[src/rtl/alu_op_sequencer_pkg.sv]
// Shared definitions for the ALU issue path: opcode map, sequencer state
// encoding and the opcode legality helper.
package alu_op_sequencer_pkg;

  localparam logic [4:0] OP_ADD  = 5'd1;
  localparam logic [4:0] OP_SUB  = 5'd2;
  localparam logic [4:0] OP_MUL  = 5'd3;
  localparam logic [4:0] OP_DIV  = 5'd4;
  localparam logic [4:0] OP_SHR  = 5'd5;
  localparam logic [4:0] OP_SHL  = 5'd6;
  localparam logic [4:0] OP_SHRA = 5'd7;
  localparam logic [4:0] OP_ROR  = 5'd8;
  localparam logic [4:0] OP_ROL  = 5'd9;
  localparam logic [4:0] OP_AND  = 5'd10;
  localparam logic [4:0] OP_OR   = 5'd11;
  localparam logic [4:0] OP_NEG  = 5'd12;
  localparam logic [4:0] OP_XOR  = 5'd13;
  localparam logic [4:0] OP_NOR  = 5'd14;
  localparam logic [4:0] OP_NOT  = 5'd15;

  typedef enum logic [1:0] {
    ST_IDLE = 2'd0,
    ST_EXEC = 2'd1,
    ST_RESP = 2'd2
  } seq_state_e;

  // Legal opcodes are 1..15: nonzero with the top bit clear.
  function automatic logic opcode_legal(input logic [4:0] op);
    return (op != 5'd0) && (op[4] == 1'b0);
  endfunction

endpackage

[src/rtl/alu_lat_counter.sv]
// Loadable down-counter that times the ALU settle window; zero marks the
// last settle cycle.
module alu_lat_counter #(
  parameter int CNT_W = 4
) (
  input  logic             clk,
  input  logic             clr,
  input  logic             load,
  input  logic [CNT_W-1:0] load_val,
  input  logic             dec,
  output logic             zero
);

  logic [CNT_W-1:0] count_q;
  logic [CNT_W-1:0] count_d;

  always_comb begin
    count_d = count_q;
    if (load) begin
      count_d = load_val;
    end else if (dec && (count_q != '0)) begin
      count_d = count_q - CNT_W'(1);
    end
  end

  always_ff @(posedge clk) begin
    if (clr) begin
      count_q <= '0;
    end else begin
      count_q <= count_d;
    end
  end

  assign zero = (count_q == '0);

endmodule

[src/rtl/alu_op_sequencer.sv]
// Multi-cycle issue controller for the combinational ALU: holds operands for
// an opcode-dependent settle time, then returns the captured 64-bit result.
// Optional flag outputs resp_zero/resp_neg are built when ALU_SEQ_FLAGS_EN is defined.
//
// Handshakes: a transfer happens on a rising clk edge where valid && ready are
// both high; valid never drops and its payload never changes until that edge.
module alu_op_sequencer
  import alu_op_sequencer_pkg::*;
#(
  parameter int WORD_SIZE  = 32,
  parameter int SIMPLE_LAT = 1,
  parameter int MUL_LAT    = 4,
  parameter int DIV_LAT    = 8
) (
  input  logic                   clk,
  input  logic                   clr,
  input  logic                   req_valid,
  output logic                   req_ready,
  input  logic [4:0]             req_opcode,
  input  logic [WORD_SIZE-1:0]   req_a,
  input  logic [WORD_SIZE-1:0]   req_b,
  output logic [WORD_SIZE-1:0]   alu_a,
  output logic [WORD_SIZE-1:0]   alu_b,
  output logic [4:0]             alu_opcode,
  input  logic [2*WORD_SIZE-1:0] alu_c,
  output logic                   resp_valid,
  input  logic                   resp_ready,
  output logic [WORD_SIZE-1:0]   resp_lo,
  output logic [WORD_SIZE-1:0]   resp_hi,
  output logic                   resp_illegal,
  output logic                   busy,
  output logic [1:0]             dbg_state
`ifdef ALU_SEQ_FLAGS_EN
  ,
  output logic                   resp_zero,
  output logic                   resp_neg
`endif
);

  localparam int MAX_LAT = (MUL_LAT > DIV_LAT)
                         ? ((MUL_LAT > SIMPLE_LAT) ? MUL_LAT : SIMPLE_LAT)
                         : ((DIV_LAT > SIMPLE_LAT) ? DIV_LAT : SIMPLE_LAT);
  localparam int CNT_W   = $clog2(MAX_LAT + 1);

  seq_state_e             state_q, state_d;
  logic [WORD_SIZE-1:0]   alu_a_q, alu_a_d;
  logic [WORD_SIZE-1:0]   alu_b_q, alu_b_d;
  logic [4:0]             alu_opcode_q, alu_opcode_d;
  logic [WORD_SIZE-1:0]   resp_lo_q, resp_lo_d;
  logic [WORD_SIZE-1:0]   resp_hi_q, resp_hi_d;
  logic                   resp_illegal_q, resp_illegal_d;
`ifdef ALU_SEQ_FLAGS_EN
  logic                   resp_zero_q, resp_zero_d;
  logic                   resp_neg_q, resp_neg_d;
`endif

  logic                   cnt_load;
  logic                   cnt_dec;
  logic                   cnt_zero;
  logic [CNT_W-1:0]       cnt_load_val;
  int                     lat_sel;

  // Settle time is chosen from the incoming opcode so it is ready at accept.
  always_comb begin
    if (req_opcode == OP_MUL) begin
      lat_sel = MUL_LAT;
    end else if (req_opcode == OP_DIV) begin
      lat_sel = DIV_LAT;
    end else begin
      lat_sel = SIMPLE_LAT;
    end
    cnt_load_val = CNT_W'(lat_sel - 1);
  end

  alu_lat_counter #(
    .CNT_W (CNT_W)
  ) u_lat_counter (
    .clk      (clk),
    .clr      (clr),
    .load     (cnt_load),
    .load_val (cnt_load_val),
    .dec      (cnt_dec),
    .zero     (cnt_zero)
  );

  always_comb begin
    state_d        = state_q;
    alu_a_d        = alu_a_q;
    alu_b_d        = alu_b_q;
    alu_opcode_d   = alu_opcode_q;
    resp_lo_d      = resp_lo_q;
    resp_hi_d      = resp_hi_q;
    resp_illegal_d = resp_illegal_q;
`ifdef ALU_SEQ_FLAGS_EN
    resp_zero_d    = resp_zero_q;
    resp_neg_d     = resp_neg_q;
`endif
    cnt_load       = 1'b0;
    cnt_dec        = 1'b0;

    unique case (state_q)
      ST_IDLE: begin
        if (req_valid) begin
          alu_a_d      = req_a;
          alu_b_d      = req_b;
          alu_opcode_d = req_opcode;
          if (opcode_legal(req_opcode)) begin
            cnt_load = 1'b1;
            state_d  = ST_EXEC;
          end else begin
            // Illegal ops answer immediately with a zero result.
            resp_lo_d      = '0;
            resp_hi_d      = '0;
            resp_illegal_d = 1'b1;
`ifdef ALU_SEQ_FLAGS_EN
            resp_zero_d    = 1'b0;
            resp_neg_d     = 1'b0;
`endif
            state_d        = ST_RESP;
          end
        end
      end
      ST_EXEC: begin
        if (cnt_zero) begin
          resp_lo_d      = alu_c[WORD_SIZE-1:0];
          resp_hi_d      = alu_c[2*WORD_SIZE-1:WORD_SIZE];
          resp_illegal_d = 1'b0;
`ifdef ALU_SEQ_FLAGS_EN
          resp_zero_d    = (alu_c == '0);
          resp_neg_d     = (alu_opcode_q == OP_MUL) ? alu_c[2*WORD_SIZE-1]
                                                    : alu_c[WORD_SIZE-1];
`endif
          state_d        = ST_RESP;
        end else begin
          cnt_dec = 1'b1;
        end
      end
      ST_RESP: begin
        if (resp_ready) begin
          state_d = ST_IDLE;
        end
      end
      default: begin
        state_d = ST_IDLE;
      end
    endcase
  end

  always_ff @(posedge clk) begin
    if (clr) begin
      state_q        <= ST_IDLE;
      alu_a_q        <= '0;
      alu_b_q        <= '0;
      alu_opcode_q   <= '0;
      resp_lo_q      <= '0;
      resp_hi_q      <= '0;
      resp_illegal_q <= 1'b0;
`ifdef ALU_SEQ_FLAGS_EN
      resp_zero_q    <= 1'b0;
      resp_neg_q     <= 1'b0;
`endif
    end else begin
      state_q        <= state_d;
      alu_a_q        <= alu_a_d;
      alu_b_q        <= alu_b_d;
      alu_opcode_q   <= alu_opcode_d;
      resp_lo_q      <= resp_lo_d;
      resp_hi_q      <= resp_hi_d;
      resp_illegal_q <= resp_illegal_d;
`ifdef ALU_SEQ_FLAGS_EN
      resp_zero_q    <= resp_zero_d;
      resp_neg_q     <= resp_neg_d;
`endif
    end
  end

  assign req_ready    = (state_q == ST_IDLE);
  assign resp_valid   = (state_q == ST_RESP);
  assign busy         = (state_q != ST_IDLE);
  assign dbg_state    = state_q;
  assign alu_a        = alu_a_q;
  assign alu_b        = alu_b_q;
  assign alu_opcode   = alu_opcode_q;
  assign resp_lo      = resp_lo_q;
  assign resp_hi      = resp_hi_q;
  assign resp_illegal = resp_illegal_q;
`ifdef ALU_SEQ_FLAGS_EN
  assign resp_zero    = resp_zero_q;
  assign resp_neg     = resp_neg_q;
`endif

endmodule

[config.mk]
export PLATFORM = sky130hd
export DESIGN_NAME = alu_op_sequencer
export DESIGN_NICKNAME = d
export VERILOG_FILES = /design/src/rtl/alu_op_sequencer_pkg.sv /design/src/rtl/alu_lat_counter.sv /design/src/rtl/alu_op_sequencer.sv
export SDC_FILE = /design/constraint.sdc
export NUM_CORES = 1
export LEC_CHECK = 0
export ABC_AREA = 1
export CORE_ASPECT_RATIO = 0.7
export CORE_MARGIN = 2
export CORE_UTILIZATION = 44
export DETAILED_ROUTE_END_ITERATION = 8
export HOLD_SLACK_MARGIN = 0.12
export PLACE_DENSITY = 0.86
export RECOVER_POWER = 25
export SETUP_SLACK_MARGIN = 0.3
export SYNTH_ARGS = -nofsm -noshare
export SYNTH_HDL_FRONTEND = slang
export SYNTH_SLANG_ARGS = --single-unit
[constraint.sdc]
create_clock -name clk -period 4.77 [get_ports clk]
set_clock_uncertainty 0.2 [all_clocks]
set_input_delay 0.7155 -clock clk [delete_from_list [all_inputs] [get_ports clk]]
set_output_delay 0.7155 -clock clk [all_outputs]
set_load 0.02 [all_outputs]
==> flow_summary.yaml <==
grt:
  grt_pass1_wl_um: 26300
  busiest_layer: "met2"
  grt_max_degree: 73
  grt_overflow: 0
  grt_use_total_pct: 23.3
  grtUsageMet1_pct: 29.9
  antenna_found_initial: 0
  met2_usage_pct: 37.6
  grt_use_met3_pct: 6.75
  first_global_vias: 5344
placed_design:
  dp_worst_setup_slack_ns: 1.92
  dp_hpwl_um: 11100
  gp_congestion: 0.803
  portBuffers: 275
routing:
  drcViolationCount: 0
  via_count: 5508
  ant_nets: 0
  routed_wl_um: 16100
  vias_per_cell: 4.81
  wl_per_cell_um: 14.1
  drt_iter0_drc: 273
  firstDrtPassIters: 4
synth:
  synthDistinctLibCells: 25
  syn_nets: 855
  ys_seq_area_share_pct: 49.9
  avgSynthCellArea_um2: 7.83
  synth_seq_cells: 140
  syn_area_um2: 5610
  ys_warn_count: 0
  synth_edf_count: 0
  synth_cells: 717
  ys.flop_type: "dfxtp_1"
  async_reset_ff_share_pct: 0
pwr:
  irDropWorstVdd_v: 0.000272
  leakagePower_nw: 3.54
  power_density_nw_per_um2: 370
critical_path:
  crit_fanout: 47
  cpMaxStageDelayCell: "clkbuf_1"
  cp-end-kind: "flop"
  crit_arrival_ns: 3.09
  slowest_delay_ns: 1.25
  cp_cell_sequence: "clkbuf_1 -> inv_1 -> clkbuf_1 -> o21ai_0 -> nor2_1"
  rr_worst_depth: 7
  path_common_cell: "clkbuf_1"
  required_ns: 4.90
  cp-start-kind: "input pin"
  reg2reg_from: "u_lat_counter.count_q[0]"
  regToRegSetupSlack_ns: 2.28
  path_class: "input pin to flop"
  r2r-end: "resp_lo[17]"
cells_and_area:
  nets: 1107
  final_common_cell: "clkdlybuf4s50_1"
  insertedDiodeCount: 0
  drive_gt1_share_pct: 5.09
  final_cell_mix: "clkdlybuf4s50_1, nor2_1, dfxtp_1, nand2_1, inv_1"
  area_growth_pct: 58.2
timing:
  max_freq_mhz: 338
  period_needed_ns: 2.96
  rsz0062_at_grt: "no"
  setup-tns-final_ns: 0
  slew-limit-headroom_pct: -10.1
  finalSetupViolCount: 0
  setup_slack_ns: 1.81
  period_share_pct: 62.0
  maxSlewViolCount: 48
  tightest_slew_ns: 1.65
  hold_viol: 0
min_path:
  hp-class: "flop to flop"
  holdPathEnd: "resp_illegal"
  min_from: "resp_illegal"
  hold_depth: 2
clock_tree:
  tritoncts: "yes"
  numCtsBuffers: 17
  clockBufferDepth: 2
  htreeDepth: 4
  post_cts_buffers: 0
  clockRootBuffer: "clkbuf_16"
  cts_hold_buf: 0
  clock-sinks: 140
  clock_latency_ns: 0.40
  cts_resized: 0
  clkSlewWorstSetupHoldPaths_ns: 0.06
floorplanning:
  die-area_um2: 13700
  rows: 34
  die_y_um: 98.5
  core_area_um2: 12400
  io_pins: 276
  die_w_um: 139
  start_util_pct: 45.2
run_status:
  status: "finished with violations"
  violations: "max-capacitance violations, max-slew violations"
run:
  drv_cap: 1
==> cells by family after synthesis <==
kind of cell	Yosys count	synth area share, %
AND/OR/NAND/NOR	243	17.8
adder cells (fa/ha/maj)	1	0.223
buffers and inverters	128	10.9
flip-flops	140	49.9
AO/OA/AOI/OAI	205	21.2
==> through the flow <==
step / hold WS (ns) / std cells / area, µm² / power (mW) / util (%)
after global routing: 0.293 / 1144 / 8880 / 3.44 / 71.5
after detailed placement: 0.251 / 1112 / 8300 / 2.01 / 66.8
final: 0.261 / 1144 / 8880 / 3.29 / 71.5
after CTS: 0.262 / 1144 / 8890 / 3.33 / 71.5
after global placement: 0.242 / 1112 / 8300 / 2.00 / 66.8
after floorplan: 0.290 / 717 / 5610 / 1.70 / -
==> where the power goes <==
| group | switching, mW | internal (mW) | leakage (nW) |
|---|---|---|---|
| Clock | 0.525 | 0.784 | 0.289 |
| Sequential | 0.0429 | 1.26 | 1.15 |
| Combinational | 0.374 | 0.304 | 2.11 |
==> layer usage <==
| metal | share of wire (%) | wire length, µm | vias to the layer above |
|---|---|---|---|
| met5 | 0 | 0 | - |
| met4 | 2.5 | 396 | 0 |
| met3 | 6.8 | 1090 | 28 |
| met2 | 47 | 7610 | 189 |
| met1 | 44 | 7040 | 2509 |
| li1 | - | - | 2782 |
==> cell usage after synthesis (2+ instances only) <==
cell	count	area (µm²)
nor2_1	146	548
dfxtp_1	140	2800
inv_1	76	285
nand2_1	76	285
o21ai_0	72	360
a21oi_1	68	340
o21bai_1	64	480
clkbuf_1	21	78.8
buf_6	15	169
buf_2	9	45.0
inv_2	5	18.8
nand3_1	4	20.0
nand4_1	4	25.0
nand2_2	3	18.8
nand2_4	3	33.8
nor2_4	2	22.5
==> flip-flops by register name (all words and copies together) (netlist names) <==
register,flops
resp_hi,32
resp_illegal,1
dbg_state,2
alu_a,32
u_lat_counter.count_q,4
resp_lo,32
alu_b,32
alu_opcode,5
==> worst max-delay path, delay by kind of cell <==
family | cells | cell delay [ns]
AO/OA/AOI/OAI | 1 | 0.33
buffers and inverters | 3 | 1.84
AND/OR/NAND/NOR | 1 | 0.18
==> how the worst max path moves through the flow <==
stage	cells past startpoint	from	endpoint
after floorplan	2	dbg_state[1]	resp_valid
final	5	clr	alu_b[8]
after global routing	5	clr	alu_a[22]
after CTS	3	dbg_state[1]	resp_valid
after global placement	9	req_valid	u_lat_counter.count_q[0]
after detailed placement	9	req_valid	u_lat_counter.count_q[1]
==> layout make-up <==
type,instances,area [µm²]
inverter,81,304
timing repair buffer,280,2780
clock inverter,14,161
clock buffer,18,429
tap,162,203
sequential,140,2800
fill,977,3540
multi-input combinational,449,2200
No activity file was read; power rests on OpenSTA's default activity.
